--- src/rtl/vid_pkg.sv ---
// Shared definitions for the video source: control bit positions, pattern codes
// and the colour-bar palette.
package vid_pkg;

    localparam int CTRL_HS = 0;
    localparam int CTRL_VS = 1;
    localparam int CTRL_DE = 2;

    typedef enum logic [1:0] {
        PAT_BARS  = 2'd0,
        PAT_GRID  = 2'd1,
        PAT_GRAD  = 2'd2,
        PAT_SOLID = 2'd3
    } pat_t;

    localparam logic [23:0] COL_WHITE   = 24'hFFFFFF;
    localparam logic [23:0] COL_YELLOW  = 24'hFFFF00;
    localparam logic [23:0] COL_CYAN    = 24'h00FFFF;
    localparam logic [23:0] COL_GREEN   = 24'h00FF00;
    localparam logic [23:0] COL_MAGENTA = 24'hFF00FF;
    localparam logic [23:0] COL_RED     = 24'hFF0000;
    localparam logic [23:0] COL_BLUE    = 24'h0000FF;
    localparam logic [23:0] COL_BLACK   = 24'h000000;

    function automatic logic [23:0] bar_colour(input logic [2:0] idx);
        logic [23:0] c;
        case (idx)
            3'd0:    c = COL_WHITE;
            3'd1:    c = COL_YELLOW;
            3'd2:    c = COL_CYAN;
            3'd3:    c = COL_GREEN;
            3'd4:    c = COL_MAGENTA;
            3'd5:    c = COL_RED;
            3'd6:    c = COL_BLUE;
            default: c = COL_BLACK;
        endcase
        return c;
    endfunction

endpackage

--- src/rtl/vid_pattern.sv ---
// Combinational test-pattern colour for the current raster position.
// Blanking is applied by the caller; this block only picks the colour.
module vid_pattern
    import vid_pkg::*;
(
    input  logic [7:0]  x,
    input  logic [7:0]  y,
    input  logic [2:0]  bar_idx,
    input  pat_t        pat,
    input  logic [23:0] solid,
    output logic [23:0] rgb
);

    logic [8:0] sum;

    always_comb begin
        sum = {1'b0, x} + {1'b0, y};
        rgb = COL_BLACK;
        case (pat)
            PAT_BARS:  rgb = bar_colour(bar_idx);
            PAT_GRID:  rgb = (x[4:0] == 5'd0 || y[4:0] == 5'd0) ? COL_WHITE : COL_BLACK;
            PAT_GRAD:  rgb = {x, y, sum[8:1]};
            PAT_SOLID: rgb = solid;
            default:   rgb = COL_BLACK;
        endcase
    end

endmodule

--- src/rtl/vid_src.sv ---
// Raster timing generator with selectable test patterns. All outputs are
// registered one cycle after the counter position they describe.
module vid_src
    import vid_pkg::*;
#(
    parameter int   H_ACTIVE = 640,
    parameter int   H_FP     = 16,
    parameter int   H_SYNC   = 96,
    parameter int   H_BP     = 48,
    parameter int   V_ACTIVE = 480,
    parameter int   V_FP     = 10,
    parameter int   V_SYNC   = 2,
    parameter int   V_BP     = 33,
    parameter logic SYNC_POL = 1'b0
) (
    input  logic        clk,
    input  logic        rst,
    input  logic        en,
    input  logic [1:0]  in_pat,
    input  logic [7:0]  in_r,
    input  logic [7:0]  in_g,
    input  logic [7:0]  in_b,
    output logic [7:0]  out_r,
    output logic [7:0]  out_g,
    output logic [7:0]  out_b,
    output logic [2:0]  out_ctrl,
    output logic [10:0] out_x,
    output logic [9:0]  out_y,
    output logic        out_sof
);

    localparam int H_TOTAL = H_ACTIVE + H_FP + H_SYNC + H_BP;
    localparam int V_TOTAL = V_ACTIVE + V_FP + V_SYNC + V_BP;

    localparam logic [10:0] H_ACT_W    = 11'(H_ACTIVE);
    localparam logic [10:0] H_SS_W     = 11'(H_ACTIVE + H_FP);
    localparam logic [10:0] H_SE_W     = 11'(H_ACTIVE + H_FP + H_SYNC);
    localparam logic [10:0] H_LAST_W   = 11'(H_TOTAL - 1);
    localparam logic [9:0]  V_ACT_W    = 10'(V_ACTIVE);
    localparam logic [9:0]  V_SS_W     = 10'(V_ACTIVE + V_FP);
    localparam logic [9:0]  V_SE_W     = 10'(V_ACTIVE + V_FP + V_SYNC);
    localparam logic [9:0]  V_LAST_W   = 10'(V_TOTAL - 1);
    localparam logic [10:0] BAR_RELOAD = 11'(H_ACTIVE / 8 - 1);

    logic [10:0] h_cnt;
    logic [9:0]  v_cnt;
    logic [2:0]  bar_idx;
    logic [10:0] bar_tmr;
    pat_t        pat_q;
    pat_t        pat_eff;
    logic [23:0] solid_q;
    logic [23:0] solid_eff;
    logic [23:0] pat_rgb;
    logic        frame_start;
    logic        h_last;
    logic        v_last;
    logic        de_c;
    logic        hs_c;
    logic        vs_c;

    // The first pixel of a frame already uses the selection being latched on
    // this cycle, so the whole frame sees one consistent pattern.
    always_comb begin
        h_last      = (h_cnt == H_LAST_W);
        v_last      = (v_cnt == V_LAST_W);
        frame_start = (h_cnt == 11'd0) && (v_cnt == 10'd0);
        pat_eff     = frame_start ? pat_t'(in_pat) : pat_q;
        solid_eff   = frame_start ? {in_r, in_g, in_b} : solid_q;
        de_c        = (h_cnt < H_ACT_W) && (v_cnt < V_ACT_W);
        hs_c        = (h_cnt >= H_SS_W) && (h_cnt < H_SE_W);
        vs_c        = (v_cnt >= V_SS_W) && (v_cnt < V_SE_W);
    end

    vid_pattern u_pattern (
        .x       (h_cnt[7:0]),
        .y       (v_cnt[7:0]),
        .bar_idx (bar_idx),
        .pat     (pat_eff),
        .solid   (solid_eff),
        .rgb     (pat_rgb)
    );

    always_ff @(posedge clk) begin
        if (rst || !en) begin
            h_cnt    <= '0;
            v_cnt    <= '0;
            bar_idx  <= '0;
            bar_tmr  <= BAR_RELOAD;
            out_r    <= '0;
            out_g    <= '0;
            out_b    <= '0;
            out_x    <= '0;
            out_y    <= '0;
            out_sof  <= 1'b0;
            out_ctrl <= {1'b0, ~SYNC_POL, ~SYNC_POL};
            if (rst) begin
                pat_q   <= PAT_BARS;
                solid_q <= '0;
            end
        end else begin
            if (h_last) begin
                h_cnt   <= '0;
                bar_idx <= '0;
                bar_tmr <= BAR_RELOAD;
                v_cnt   <= v_last ? 10'd0 : v_cnt + 10'd1;
            end else begin
                h_cnt <= h_cnt + 11'd1;
                // bar width timer: terminal count steps to the next bar
                if (bar_tmr == 11'd0) begin
                    bar_idx <= bar_idx + 3'd1;
                    bar_tmr <= BAR_RELOAD;
                end else begin
                    bar_tmr <= bar_tmr - 11'd1;
                end
            end

            if (frame_start) begin
                pat_q   <= pat_eff;
                solid_q <= solid_eff;
            end

            out_ctrl[CTRL_HS]     <= hs_c ? SYNC_POL : ~SYNC_POL;
            out_ctrl[CTRL_VS]     <= vs_c ? SYNC_POL : ~SYNC_POL;
            out_ctrl[CTRL_DE]     <= de_c;
            out_x                 <= h_cnt;
            out_y                 <= v_cnt;
            out_sof               <= frame_start;
            {out_r, out_g, out_b} <= de_c ? pat_rgb : 24'h0;
        end
    end

endmodule

--- config.mk ---
export PLATFORM = sky130hd
export DESIGN_NAME = vid_src
export DESIGN_NICKNAME = d
export VERILOG_FILES = /design/src/rtl/vid_pkg.sv /design/src/rtl/vid_pattern.sv /design/src/rtl/vid_src.sv
export SDC_FILE = /design/constraint.sdc
export NUM_CORES = 1
export LEC_CHECK = 0
export CORE_MARGIN = 5
export CORE_UTILIZATION = 35
export CTS_CLUSTER_SIZE = 20
export DETAILED_ROUTE_END_ITERATION = 6
export DONT_BUFFER_PORTS = 1
export PLACE_DENSITY = 0.53
export REMOVE_ABC_BUFFERS = 1
export SYNTH_ARGS = -nofsm -noshare
export SYNTH_HDL_FRONTEND = slang
export SYNTH_HIERARCHICAL = 1
export SYNTH_SLANG_ARGS = --single-unit
--- constraint.sdc ---
create_clock -name clk -period 3.25 [get_ports clk]
set_input_delay 0.975 -clock clk [delete_from_list [all_inputs] [get_ports clk]]
set_output_delay 0.975 -clock clk [all_outputs]
set_load 0.1 [all_outputs]
==> qor.txt, run 1 <==
Outcome: finished clean
Via/cell ratio: 5.24
# diodes: 0
Commonest non-fill, non-tap cell in the layout: dfxtp_1
CTS tree: built
DP HPWL: 9410 µm
CTS max path bufs: 2
CTS resizes: 0
Routability congestion estimate: 0.863
Seq/Total Area, Yosys: 0.480
Critical path's largest stage delay: 0.40 ns
Core Footprint: 0.0145 mm²
Worst skew pair latency: 0.36 ns
Port bufs: 0
Post-route antenna net violation count: 0
Skew final: 0.00998 ns
Layout Nets: 611
Critical path endpoint category: flop
RSZ-0062 raised after global routing: false
R2R Setup Slk: 0.68 ns
Avg Synthesized Cell Area: 9.06 µm²
Slowest-stage cell, CP: dfxtp_1
Num CTS Buffers: 9
Least-Margin Pin Slew: 0.989 ns
Class of the worst hold path: flop to flop
Reg-to-reg endpoint: out_b[7]
Layout area overhead: 10.1%
Initial antenna violation count: 0
Crit path max-delay family: simple AND/OR/NAND/NOR gates
Reg2reg path depth: 13
Pwr dens: 514 mW/mm²
Crit path cell chain: inv_1 > ha_1 > nor3b_1 > and4_1 > buf_4 > nand3_1 > nand2_1 > inv_1 > nor2_1 > a21oi_1 > o22ai_1 > a21oi_1 > and2_1
Num rows: 44
Fin crit share: 0.791
Setup crit start kind: flop
Fraction of layout cells with a size suffix above 1: 0.0839
Endpoints failing setup: 0
Largest net degree at the start of global routing: 37
CP Class: flop to flop
Max_cap viols: 0
Overall routing resource usage: 0.161
Slew Limit Headroom: 0.340
Hold Vio Cnt, Final: 0
Mapped Area: 0.00513 mm²
DRC viols: 0
Pre-antenna DRT Iters: 4
Avg WL per Cell: 17.6 µm
Overall power: 2900 µW
Die Area: 0.0172 mm²
First-pass GRT wire length: 21300 µm
Via count: 3965
Static Leak: 0.00222 µW
Worst Hold Path EP: bar_tmr[0]
Crit path time final: 2.57 ns
Total grt overflow: 0
H-tree lvl count: 3
Final Max Slew Viols: 0
Hold buffer count at cts: 0
Reg-to-Reg Start: h_cnt[0]
Post-Route WL: 13300 µm
Count of state elements after synthesis: 110
Clock sink total: 110
Library cells used by synthesis: 53
Vias in the first global route: 3994
Root Buffer: clkbuf_16
Min-Delay Path Depth: 1
Clock transition at the registers of the reported paths: 0.07 ns
CP required: 3.50 ns
Final hold slack: 0.416 ns
Worst path bufs/invs: 3
Post-CTS setup buffer count: 0
Die W: 131 µm
Max Clk Rate: 0.389 GHz
Max VDD drop: 0.273 mV
# IOs: 78
Number of synthesis warnings: 6
Crit path max fanout: 13
Hold_sp: bar_tmr[0]
Most frequent cells in the layout: dfxtp_1, nand2_1, a21oi_1
WP data arrival: 2.82 ns
Initial Util: 0.354
Die H: 131 µm
Cell count after synthesis: 566
Detailed Route Iter0 Violations: 260
[worst max-delay path by stage]
stage | cells past startpoint | endpoint | slack [ns] | from
global route | 11 | out_g[0] | 0.40 | h_cnt[0]
CTS | 13 | out_b[7] | 0.67 | h_cnt[0]
detailed placement | 13 | out_b[7] | 0.70 | h_cnt[0]
floorplan | 11 | out_b[7] | -0.08 | h_cnt[0]
finish | 13 | out_b[7] | 0.68 | h_cnt[0]
global placement | 12 | out_b[5] | 0.73 | h_cnt[0]
[sequential cells by signal, summed over array words and instances (netlist names)]
register,count
solid_q,24
bar_tmr,11
h_cnt,11
out_x,11
out_y,10
v_cnt,10
out_b,8
out_g,8
out_r,8
bar_idx,3
out_ctrl,3
pat_q,2
out_sof,1
[per-layer routing]
layer  share of wire  global-route usage
met1            0.44               0.207
met2            0.47               0.258
met3           0.076              0.0486
met4           0.014              0.0557
met5               0                   0
[cells by family after synthesis]
logic type               synth area share
adder cells (fa/ha/maj)            0.0381
multiplexers                       0.0332
XOR/XNOR                           0.0393
AO/OA/AOI/OAI                       0.124
AND/OR/NAND/NOR                     0.244
buffers and inverters              0.0410
flip-flops                          0.480
[cells in the mapped netlist (all sizes together)]
cell type  number  area (µm²)
a211oi          2        15.0
a21o            1        7.51
a21oi          47         239
a22oi           1        7.51
a31oi           1        6.26
and2           43         269
and2b           1        7.51
and3            8        50.1
and4            2        17.5
and4bb          1        12.5
buf            16        95.1
clkbuf         16        62.6
dfxtp          84        1680
edfxtp         26         781
fa              1        20.0
ha             14         175
inv            14        52.6
mux2i          17         170
nand2          58         220
nand2b          1        6.26
nand3          42         215
nand3b          2        15.0
nand4          11        75.1
nand4b          1        8.76
nor2           41         154
nor2b           4        25.0
nor3            4        20.0
nor3b           4        35.0
nor4            7        62.6
o211ai          4        30.0
o21a            1        7.51
o21ai          54         278
o221a           1        11.3
o22ai           1        6.26
o31ai           4        30.0
or2             1        6.26
or3             3        18.8
or4             3        22.5
or4b            1        10.0
xnor2           9        78.8
xor2           14         123
[final cells by class]
cell class                      count  area, µm²
Clock buffer                       12        246
Clock inverter                      4       31.3
Fill cell                        1478       8830
Inverter                           14       52.6
Multi-Input combinational cell    410       2460
Sequential cell                   110       2460
Tap cell                          184        230
Timing Repair Buffer               22        165
[report_power, final]
| part | internal [µW] | switching [µW] |
|---|---|---|
| Clock | 546 | 506 |
| Combinational | 81.0 | 148 |
| Sequential | 1450 | 170 |
| Total | 2080 | 825 |
[metrics by stage]
stage	area (µm²)	cells	utilization	setup slack, ns	TNS [ns]
5_1_grt	5640	756	0.390	0.395	0
4_1_cts	5640	756	0.390	0.673	0
6_report	5640	756	0.390	0.678	0
3_3_place_gp	5370	740	0.371	0.728	0
2_1_floorplan	4970	534	-	-0.0785	-0.0785
3_5_place_dp	5370	740	0.371	0.701	0
(Power assumes the default switching activity.)
==> inputs of run 2 (changes only) <==
==> constraint.sdc (replaced) <==
create_clock -name clk -period 2.7 [get_ports clk]
set_input_delay 0.81 -clock clk [delete_from_list [all_inputs] [get_ports clk]]
set_output_delay 0.81 -clock clk [all_outputs]
set_load 0.1 [all_outputs]
==> qor.txt, run 2 (same netlist as run 1, synthesis figures left out) <==
Initial Util: 0.354 (unchanged)
Overall routing resource usage: 0.161 (about the same)
Layout area overhead: 19.9% (was 10.1%)
CP Class: flop to flop (unchanged)
Post-route antenna net violation count: 0 (unchanged)
Avg WL per Cell: 16.3 µm (was 17.6 µm)
Via count: 4205 (was 3965)
Crit path max fanout: 25 (was 13)
Reg area: 0.00246 mm² (unchanged)
# IOs: 78 (unchanged)
Endpoints failing setup: 0 (unchanged)
Core Footprint: 0.0145 mm² (unchanged)
Hold Vio Cnt, Final: 0 (unchanged)
Reg-to-reg endpoint: out_b[7] (unchanged)
Fraction of layout cells with a size suffix above 1: 0.173 (was 0.0839)
Sequential share of power: 0.481 (was 0.558)
Via/cell ratio: 5.16 (was 5.24)
Setup crit start kind: flop (unchanged)
Clock power frac: 0.382 (was 0.362)
Die Area: 0.0172 mm² (unchanged)
# diodes: 0 (unchanged)
Hold_sp: bar_tmr[0] (unchanged)
Class of the worst hold path: flop to flop (unchanged)
Detailed Route Iter0 Violations: 221 (was 260)
Vias in the first global route: 4054 (was 3994)
Hold buffer count at cts: 0 (unchanged)
Least-Margin Pin Slew: 0.500 ns (was 0.989 ns)
Post-Route WL: 13300 µm (about the same)
Reg-to-Reg Start: v_cnt[3] (was h_cnt[0])
Routed wl met2: 6100 µm (was 6200 µm)
DRC viols: 0 (unchanged)
Reg2reg path depth: 11 (was 13)
Pwr dens: 597 mW/mm² (was 514 mW/mm²)
WP data arrival: 2.68 ns (was 2.82 ns)
Fin crit share: 0.900 (was 0.791)
Clock transition at the registers of the reported paths: 0.07 ns (about the same)
NetSw: 966 µW (was 825 µW)
Switch share: 0.263 (was 0.284)
CTS tree: built (unchanged)
Skew final: 0.00608 ns (was 0.00998 ns)
H-tree lvl count: 3 (unchanged)
Gate power share: 0.138 (was 0.079)
Multi-input logic area: 0.00246 mm² (about the same)
Max reg flops: 24 (unchanged)
Initial antenna violation count: 0 (unchanged)
Max VDD drop: 0.299 mV (was 0.273 mV)
Pint: 2700 µW (was 2080 µW)
Register name with the most flops: solid_q (unchanged)
R2R Setup Slk: 0.27 ns (was 0.68 ns)
Port bufs: 0 (unchanged)
Worst skew pair latency: 0.35 ns (was 0.36 ns)
Max Clk Rate: 0.411 GHz (was 0.389 GHz)
Placed cell areas: 0.00582 mm² (was 0.00537 mm²)
Pre-antenna DRT Iters: 4 (unchanged)
Clock sink total: 110 (unchanged)
Num CTS Buffers: 9 (unchanged)
DP HPWL: 9370 µm (was 9410 µm)
CP required: 2.95 ns (was 3.50 ns)
Critical path endpoint category: flop (unchanged)
Placed cells: 799 (was 740)
Final Max Slew Viols: 0 (unchanged)
Max_cap viols: 0 (unchanged)
Non-Filler Instances: 815 (was 756)
RSZ-0062 raised after global routing: false (unchanged)
Slew Limit Headroom: 0.663 (was 0.340)
Met1 Wirelength: 5930 µm (about the same)
Final Instance Area: 0.00615 mm² (was 0.00564 mm²)
Largest net degree at the start of global routing: 37 (unchanged)
TNS Setup: 0 ns (unchanged)
DR top layer: met4 (unchanged)
Num rows: 44 (unchanged)
Commonest non-fill, non-tap cell in the layout: dfxtp_1 (unchanged)
Root Buffer: clkbuf_16 (unchanged)
Filler cells: 1413 (was 1478)
Crit path time final: 2.43 ns (was 2.57 ns)
Total grt overflow: 0 (unchanged)
Layout Nets: 670 (was 611)
Final Util: 0.425 (was 0.390)
Outcome: finished clean (unchanged)
Routed wl met3: 934 µm (was 1010 µm)
Most frequent cells in the layout: dfxtp_1, buf_4, nand2_1 (was dfxtp_1, nand2_1, a21oi_1)
Final hold slack: 0.415 ns (was 0.416 ns)
Worst Hold Path EP: bar_tmr[0] (unchanged)
Static Leak: 0.00256 µW (was 0.00222 µW)
CTS max path bufs: 2 (unchanged)
First-pass GRT wire length: 21300 µm (about the same)
Routability congestion estimate: 0.823 (was 0.863)
Min-Delay Path Depth: 1 (unchanged)
Die H: 131 µm (unchanged)
Die W: 131 µm (unchanged)
==> run 2: cell type report <==
cell class,count,share of cell area
flip-flops and latches,110,0.400
multi-input cells,410,0.400
repair buffers,81,0.101
clock buffers,14,0.0462
well taps,184,0.0374
inverters,14,0.00855
clock inverters,2,0.00631
==> run 2: power groups by stage <==
stage	Clock [µW]	Combinational (µW)	Sequential, µW
floorplan	0	193	1980
global placement	0	500	1800
detailed placement	0	507	1800
CTS	1440	508	1760
global route	1510	547	1770
finish	1400	506	1760
==> run 2: what timing repair did <==
item                                    4_1_cts  5_1_grt
setup buffers                                 0        0
resized for setup                             0        1
endpoints found under the setup margin        0       24
==> run 2: routing by layer <==
| metal | vias up | GRT usage |
|---|---|---|
| li1 | 2101 | - |
| met1 | 1990 | 0.205 |
| met2 | 91 | 0.259 |
| met3 | 23 | 0.0442 |
| met4 | 0 | 0.0635 |
| met5 | - | 0 |
==> run 2: through the flow <==
stage	power, µW	setup slack [ns]
floorplan	2180	-0.628
global placement	2300	0.336
detailed placement	2310	0.261
CTS	3720	0.237
global route	3820	0.0487
finish	3670	0.270
==> run 2: worst max-delay path, stage by stage, from the launching register on <==
cell and delay (ns):
dfxtp_1 0.33, nor4_1 0.43, and4_1 0.28, buf_4 0.31, nand3_1 0.15, nand2_1 0.17
inv_1 0.12, nor2_1 0.13, a21oi_1 0.05, o22ai_1 0.15, a21oi_1 0.06, and2_1 0.14
==> run 2: worst max-delay path by stage <==
stage / from / end / slack [ns] / cells past startpoint
2_1_floorplan: h_cnt[0] / out_b[7] / -0.63 / 11
3_3_place_gp: h_cnt[0] / out_g[2] / 0.34 / 11
3_5_place_dp: h_cnt[0] / out_b[7] / 0.26 / 13
4_1_cts: h_cnt[0] / out_b[7] / 0.24 / 13
5_1_grt: v_cnt[3] / out_g[0] / 0.05 / 9
6_report: v_cnt[3] / out_b[7] / 0.27 / 11
==> inputs of run 3 (changes only) <==
--- a/config.mk
+++ b/config.mk
@@ -6,11 +6,11 @@
 export NUM_CORES = 1
 export LEC_CHECK = 0
 export CORE_MARGIN = 5
-export CORE_UTILIZATION = 35
+export CORE_UTILIZATION = 37
 export CTS_CLUSTER_SIZE = 20
 export DETAILED_ROUTE_END_ITERATION = 6
 export DONT_BUFFER_PORTS = 1
-export PLACE_DENSITY = 0.53
+export PLACE_DENSITY = 0.55
 export REMOVE_ABC_BUFFERS = 1
 export SYNTH_ARGS = -nofsm -noshare
 export SYNTH_HDL_FRONTEND = slang
==> qor.txt, run 3 (same netlist as run 1, synthesis figures left out) <==
Largest net degree at the start of global routing: 37 (unchanged)
Layout area overhead: 19.9% (about the same)
Fraction of layout cells with a size suffix above 1: 0.180 (was 0.173)
Hold buffer count at cts: 0 (unchanged)
Fin crit share: 0.918 (was 0.900)
# diodes: 0 (unchanged)
Placed cells: 796 (was 799)
Root Buffer: clkbuf_16 (unchanged)
DP HPWL: 9420 µm (was 9370 µm)
Post-route antenna net violation count: 0 (unchanged)
Critical path's largest stage delay: 0.38 ns (was 0.43 ns)
Clock sink total: 110 (unchanged)
Crit path cell chain: nor4_2 > buf_4 > and4_1 > buf_6 > nand3_1 > nand2_1 > inv_2 > nor2_1 > a21oi_1 > o22ai_1 > a21oi_1 > and2_1 (was nor4_1 > and4_1 > buf_4 > nand3_1 > nand2_1 > inv_1 > nor2_1 > a21oi_1 > o22ai_1 > a21oi_1 > and2_1)
Crit path max-delay family: simple AND/OR/NAND/NOR gates (unchanged)
CP Class: flop to flop (unchanged)
Outcome: finished clean (unchanged)
Die H: 128 µm (was 131 µm)
CTS resizes: 0 (unchanged)
CTS max path bufs: 2 (unchanged)
First-pass GRT wire length: 21400 µm (was 21300 µm)
Initial Util: 0.374 (was 0.354)
Setup crit start kind: flop (unchanged)
WP data arrival: 2.73 ns (was 2.68 ns)
DR top layer: met4 (unchanged)
Commonest non-fill, non-tap cell in the layout: dfxtp_1 (unchanged)
Total grt overflow: 0 (unchanged)
Routed wl met2: 6040 µm (was 6100 µm)
Met1 Wirelength: 6040 µm (was 5930 µm)
Most frequent cells in the layout: dfxtp_1, buf_4, nand2_1 (unchanged)
Routed wl met3: 927 µm (was 934 µm)
Post-CTS setup buffer count: 0 (unchanged)
Detailed Route Iter0 Violations: 397 (was 221)
Overall routing resource usage: 0.166 (was 0.161)
Non-Filler Instances: 812 (was 815)
Pwr dens: 586 mW/mm² (was 597 mW/mm²)
Max reg flops: 24 (unchanged)
Slowest-stage cell, CP: nor4_2 (was nor4_1)
DRC viols: 0 (unchanged)
Die W: 128 µm (was 131 µm)
Core Footprint: 0.0137 mm² (was 0.0145 mm²)
Final Max Slew Viols: 0 (unchanged)
Least-Margin Pin Slew: 0.502 ns (was 0.500 ns)
Worst skew pair latency: 0.35 ns (about the same)
CTS tree: built (unchanged)
Filler cells: 1346 (was 1413)
Routability congestion estimate: 0.834 (was 0.823)
Max_cap viols: 0 (unchanged)
Crit path time final: 2.48 ns (was 2.43 ns)
Initial antenna violation count: 0 (unchanged)
Static Leak: 0.00257 µW (was 0.00256 µW)
Skew final: 0.00786 ns (was 0.00608 ns)
Endpoints failing setup: 0 (unchanged)
Hold Vio Cnt, Final: 0 (unchanged)
Most used cell along the critical path: a21oi_1 (unchanged)
Class of the worst hold path: flop to flop (unchanged)
Die Area: 0.0163 mm² (was 0.0172 mm²)
RSZ-0062 raised after global routing: false (unchanged)
Worst path bufs/invs: 3 (was 2)
Avg WL per Cell: 16.4 µm (was 16.3 µm)
CP required: 2.95 ns (about the same)
Pre-antenna DRT Iters: 4 (unchanged)
Vias in the first global route: 4051 (was 4054)
# IOs: 78 (unchanged)
TNS Setup: 0 ns (unchanged)
Clock transition at the registers of the reported paths: 0.07 ns (about the same)
Max VDD drop: 0.299 mV (about the same)
Critical path endpoint category: flop (unchanged)
Slew Limit Headroom: 0.662 (was 0.663)
Post-Route WL: 13300 µm (about the same)
Port bufs: 0 (unchanged)
Register name with the most flops: solid_q (unchanged)
Num rows: 43 (was 44)
H-tree lvl count: 3 (unchanged)
Num CTS Buffers: 9 (unchanged)
R2R Setup Slk: 0.22 ns (was 0.27 ns)
Max Clk Rate: 0.404 GHz (was 0.411 GHz)
Via count: 4192 (was 4205)
Via/cell ratio: 5.16 (about the same)
Layout Nets: 671 (was 670)
Crit path max fanout: 25 (unchanged)
## run 3: path summary, 6_finish.rpt
check	from	endpoint	depth (start not counted)
min	bar_tmr[0]	bar_tmr[0]	1
max	h_cnt[7]	out_b[7]	12
min reg2reg	bar_tmr[0]	bar_tmr[0]	1
max reg2reg	h_cnt[7]	out_b[7]	12
## run 3: layout make-up
type | instances | area [µm²] | area share
Clock inverter | 5 | 37.5 | 0.00611
Sequential cell | 110 | 2460 | 0.401
Timing Repair Buffer | 82 | 636 | 0.103
Multi-Input combinational cell | 410 | 2470 | 0.402
Tap cell | 180 | 225 | 0.0366
Inverter | 14 | 52.6 | 0.00855
Clock buffer | 11 | 264 | 0.0429
## run 3: worst register-to-register path, stage by stage, from the launching register on
cell	delay, ns
dfxtp_1	0.32
nor4_2	0.38
buf_4	0.19
and4_1	0.23
buf_6	0.24
nand3_1	0.18
nand2_1	0.18
inv_2	0.12
nor2_1	0.13
a21oi_1	0.05
o22ai_1	0.17
a21oi_1	0.05
and2_1	0.13
## run 3: metal layers
layer / track usage / up-vias
met2: 0.262 / 104
li1: - / 2098
met1: 0.219 / 1974
met4: 0.0674 / 0
met3: 0.0421 / 16
met5: 0 / -
## run 3: power breakdown
part	leakage [µW]	internal, µW	total, µW	switching [µW]
registers	0.000956	1750	1760	17.8
clock network	0.000152	713	1330	614
logic	0.00146	135	510	376
## run 3: metrics by stage
step / util / setup slack (ns) / hold WS (ns) / power (µW) / area, µm²
after detailed placement: 0.425 / 0.0710 / 0.408 / 2310 / 5820
after global routing: 0.448 / 0.0266 / 0.440 / 3730 / 6150
final: 0.448 / 0.222 / 0.420 / 3600 / 6150
after CTS: 0.447 / 0.0479 / 0.426 / 3630 / 6130
after global placement: 0.425 / 0.109 / 0.397 / 2300 / 5820
after floorplan: - / -0.628 / 0.384 / 2180 / 4970
